--- config.mk ---
export PLATFORM = sky130hd
export DESIGN_NAME = imem_loader
export DESIGN_NICKNAME = d
export VERILOG_FILES = /design/src/rtl/imem_loader.sv
export SDC_FILE = /design/constraint.sdc
export NUM_CORES = 1
export LEC_CHECK = 0
export CAP_MARGIN = 20
export CELL_PAD_IN_SITES_DETAIL_PLACEMENT = 0
export CELL_PAD_IN_SITES_GLOBAL_PLACEMENT = 1
export CORE_ASPECT_RATIO = 1.75
export CORE_UTILIZATION = 25
export CTS_BUF_LIST = sky130_fd_sc_hd__clkbuf_2
export DETAILED_ROUTE_END_ITERATION = 8
export GPL_TIMING_DRIVEN = 0
export PLACE_DENSITY = 0.71
export SLEW_MARGIN = 20
export SYNTH_ARGS = -nofsm -noshare
export SYNTH_HDL_FRONTEND = slang
export SYNTH_SLANG_ARGS = --single-unit
--- constraint.sdc ---
create_clock -name clk -period 2.3 [get_ports clk]
set_clock_uncertainty 0.1 [all_clocks]
set_input_delay 0.46 -clock clk [delete_from_list [all_inputs] [get_ports clk]]
set_output_delay 0.46 -clock clk [all_outputs]
set_load 0.05 [all_outputs]
--- src/rtl/imem_loader.sv ---
// Boot loader: packs a byte stream into 128-bit lines and writes them to imem from line 0; optional checksum via IMEM_LOADER_CHECKSUM_EN.
// Latency: 16th byte of a line accepted at edge N gives imem_we in cycle N+1; min 17 cycles per line.
// Backpressure: in_ready is high only in FILL, so bytes stall during the WRITE cycle and in IDLE/DONE.
module imem_loader #(
    parameter int NUM_LINES = 512
) (
    input  logic         clk,
    input  logic         reset_x,
    input  logic         start,
    input  logic [7:0]   in_data,
    input  logic         in_valid,
    output logic         in_ready,
    output logic [8:0]   imem_addr,
    output logic [127:0] imem_wdata,
    output logic         imem_we,
    output logic         busy,
    output logic         done,
    output logic [9:0]   line_cnt,
    output logic [31:0]  checksum
);

    localparam int INSN_LEN = 32;
    localparam logic [10:0] NUM_LINES_W = 11'(NUM_LINES);

    typedef enum logic [1:0] {
        IDLE  = 2'd0,
        FILL  = 2'd1,
        WRITE = 2'd2,
        DONE  = 2'd3
    } state_t;

    state_t                  state;
    logic [3:0]              byte_idx;
    logic [4*INSN_LEN-1:0]   line_buf;
    logic                    accept;
    logic                    start_fire;
    logic                    more_lines;

    // in_ready is a registered decode of FILL, so it doubles as the state qualifier here.
    assign accept     = in_valid & in_ready;
    assign start_fire = start & ((state == IDLE) | (state == DONE));
    assign more_lines = ({1'b0, line_cnt} + 11'd1) < NUM_LINES_W;

    // The line buffer only reaches memory after all 16 bytes have landed, so it is the write data directly.
    assign imem_wdata = line_buf;
    assign imem_addr  = line_cnt[8:0];

    always_ff @(posedge clk) begin
        if (!reset_x) begin
            state    <= IDLE;
            in_ready <= 1'b0;
            imem_we  <= 1'b0;
            busy     <= 1'b0;
            done     <= 1'b0;
            byte_idx <= 4'd0;
            line_buf <= '0;
            line_cnt <= 10'd0;
        end else begin
            case (state)
                IDLE, DONE: begin
                    if (start_fire) begin
                        state    <= FILL;
                        in_ready <= 1'b1;
                        busy     <= 1'b1;
                        done     <= 1'b0;
                        byte_idx <= 4'd0;
                        line_cnt <= 10'd0;
                    end
                end
                FILL: begin
                    if (accept) begin
                        line_buf[{byte_idx, 3'b000} +: 8] <= in_data;
                        byte_idx <= byte_idx + 4'd1;
                        if (byte_idx == 4'd15) begin
                            state    <= WRITE;
                            in_ready <= 1'b0;
                            imem_we  <= 1'b1;
                        end
                    end
                end
                WRITE: begin
                    imem_we  <= 1'b0;
                    line_cnt <= line_cnt + 10'd1;
                    if (more_lines) begin
                        state    <= FILL;
                        in_ready <= 1'b1;
                    end else begin
                        state    <= DONE;
                        in_ready <= 1'b0;
                        busy     <= 1'b0;
                        done     <= 1'b1;
                    end
                end
                default: begin
                    state    <= IDLE;
                    in_ready <= 1'b0;
                    imem_we  <= 1'b0;
                    busy     <= 1'b0;
                    done     <= 1'b0;
                end
            endcase
        end
    end

`ifdef IMEM_LOADER_CHECKSUM_EN
    logic [31:0] sum_q;

    always_ff @(posedge clk) begin
        if (!reset_x) begin
            sum_q <= 32'd0;
        end else if (start_fire) begin
            sum_q <= 32'd0;
        end else if (accept) begin
            sum_q <= sum_q + {24'd0, in_data};
        end
    end

    assign checksum = sum_q;
`else
    assign checksum = 32'd0;
`endif

endmodule

==> flow_metrics.tcl <==
set metrics [dict create \
    ys.flop_type "dfxtp_1" \
    worstHoldStart "reset_x" \
    timing.fmax_mhz 454 \
    vdd_drop_max_uv 277 \
    cp.arrival_ns 2.79 \
    die-area_um2 25900 \
    yosys_warnings 0 \
    slew_violations 0 \
    clock_latency_ns 0.75 \
    holdWs_ns 0.195 \
    drc 0 \
    slew_headroom_pct 45.4 \
    ant_nets 0 \
    tritoncts "built" \
    routedWlPerCell_um 16.6 \
    fp-row-count 76 \
    synth_edf_count 0 \
    dieWidth_um 122 \
    worstReg2RegStart "byte_idx[1]$_SDFFE_PN0P_" \
    stdcell_count 1226 \
    p_leak_nw 3.93 \
    synth.avg_cell_area_um2 9.36 \
    cts.path.max_buffers 2 \
    vias 5296 \
    setup_viol 0 \
    status "finished clean" \
    cts_buffers 17 \
    final_common_cell "dfxtp_1" \
    ys_seq_area_share_pct 47.0 \
    firstDrtPassIters 4 \
    die_h_um 212 \
    viasPerCell 4.32 \
    final_nets 920 \
    grt_pass1_wl_um 30200 \
    syn_area_um2 6310 \
    cts_sinks 148 \
    routabilityCongestion 0.813 \
    drtIter0Drc 154 \
    p_per_area_nw_per_um2 543 \
    dpl.cell_count 1178 \
    min_path_type "input port to flop" \
    hold_violations 0 \
    crit_start "byte_idx[1]$_SDFFE_PN0P_" \
    fin_crit_sh_pct 95.8 \
    coreArea_um2 24700 \
    numPortBuffers 161 \
    hpwl_um 15500 \
    synth-seq-cells 148 \
    fill_cells 2591 \
    clk_pin_slew_ns 0.23 \
    grt_pass1_vias 5102 \
    grt_max_degree 17 \
    grt_overflow 0 \
    fin_ws_ns 0.0976 \
    crit_fanout 9 \
    initial_core_util_pct 25.5 \
    min_period_ns 2.20 \
    ys_types 47 \
    io_pins 195 \
    worst_slew_pin_slew_ns 0.815 \
    worst-setup-path-type "flop to flop" \
    cts_max_level 4 \
    cts_hold_buf 0 \
    syn2layout_area_growth_pct 43.8 \
    cp.required_ns 2.89 \
    syn-instance-count 674 \
    drt-total-wl_um 20300 \
    drive_gt1_share_pct 30.9 \
    async_reset_ff_share_pct 0 \
    end_kind "flop" \
    pre_cts_ws_ns -0.515 \
    final_cell_mix "dfxtp_1, nand2_1, clkdlybuf4s15_2, mux2i_1, nor2_1" \
    antenna_found_initial 1 \
    cts-root-buf "clkbuf_2" \
    startpoint_type "flop" \
    maxCapViolCount 0 \
    grt_usage_pct 16.0 \
]
[per-stage QoR]
stage / setup TNS [ns] / instance area [um2] / total power, mW / util (%)
6_report: 0 / 9070 / 4.92 / 36.7
5_1_grt: -0.0597 / 9070 / 5.13 / 36.7
4_1_cts: -0.200 / 9000 / 5.00 / 36.4
3_5_place_dp: -36.32 / 8430 / 3.09 / 34.1
3_3_place_gp: -34.71 / 8430 / 3.09 / 34.1
2_1_floorplan: 0 / 6420 / 2.97 / -
[final cells by class]
type	count	area [um2]	share of cell area [%]
Multi-Input combinational cell	475	3090	34.0
Sequential cell	148	2980	32.8
Timing Repair Buffer	177	1820	20.0
Buffer	71	450	4.96
Tap cell	312	390	4.30
Clock inverter	14	223	2.45
Clock buffer	18	90.1	0.993
Inverter	10	37.5	0.414
Antenna cell	1	2.50	0.0276
[path summary, 6_finish.rpt]
check | endpoint | slack, ns | cells after the start
max | imem_wdata[113]$_SDFFE_PN0P_ | 0.1 | 9
min | state[0]$_SDFFE_PN0P_ | 0.20 | 3
max reg2reg | imem_wdata[113]$_SDFFE_PN0P_ | 0.1 | 9
min reg2reg | imem_wdata[70]$_SDFFE_PN0P_ | 0.37 | 2
[cells by family after synthesis]
| group | synth area share (%) |
|---|---|
| simple gates | 18.7 |
| other cells | 0.0594 |
| compound gates | 5.14 |
| xor+xnor | 1.51 |
| fa+ha+maj | 1.59 |
| mux | 18.4 |
| buf+inv | 7.60 |
| flops | 47.0 |
[worst max-delay path: stages, from the launching register on]
cell and delay, ns:
dfxtp_2 0.39, buf_6 0.14, inv_2 0.07, ha_2 0.17, buf_6 0.13, nand2b_1 0.11
o21ai_4 0.33, nor2_1 0.13, nand2_2 0.33, mux2i_1 0.24
[state kept, by name (all words and copies together), names as in the netlist]
signal,count
imem_we,1
in_ready,1
busy,1
imem_wdata,128
byte_idx,4
line_cnt,10
done,1
state,2
[per-layer routing]
layer / up-vias / track usage, % / routed length [um]
met2: 168 / 29.0 / 10700
li1: 2644 / - / -
met5: - / 0 / 0
met1: 2449 / 16.8 / 7780
met3: 35 / 3.54 / 1040
met4: 0 / 8.37 / 841
[synth_stat cells, drive strengths merged (2+ instances only)]
library cell	instances	area share [%]
dfxtp	148	47
nand2	130	7.8
mux2i	115	18
nor2	65	3.9
buf	48	5.6
clkbuf	24	1.4
o21ai	19	1.6
nand3	16	1.4
a21oi	13	1.0
and3	10	0.99
inv	9	0.54
a22o	8	1.1
and2	8	0.79
ha	8	1.6
nor3	8	1.6
xnor2	6	0.95
nand4	5	0.50
nand2b	4	0.40
nor2b	4	0.40
xor2	4	0.56
a22oi	2	0.24
a311oi	2	0.28
nand4b	2	0.28
or3	2	0.20
[where the power goes]
part / internal (mW) / leakage, nW / switching [mW] / total, mW
Sequential: 2.58 / 1.20 / 0.0117 / 2.59
Clock: 0.849 / 0.183 / 1.03 / 1.88
Combinational: 0.120 / 2.55 / 0.335 / 0.455
[what timing repair did]
item | CTS | global route
pin swaps | 5 | 7
setup endpoints to repair | 279 | 144
resized for setup | 480 | 35
endpoints found under the hold margin | 0 | 0
buffers inserted | 4 | 11
cloned | 0 | 1
Power figures use the tool's default switching activity.
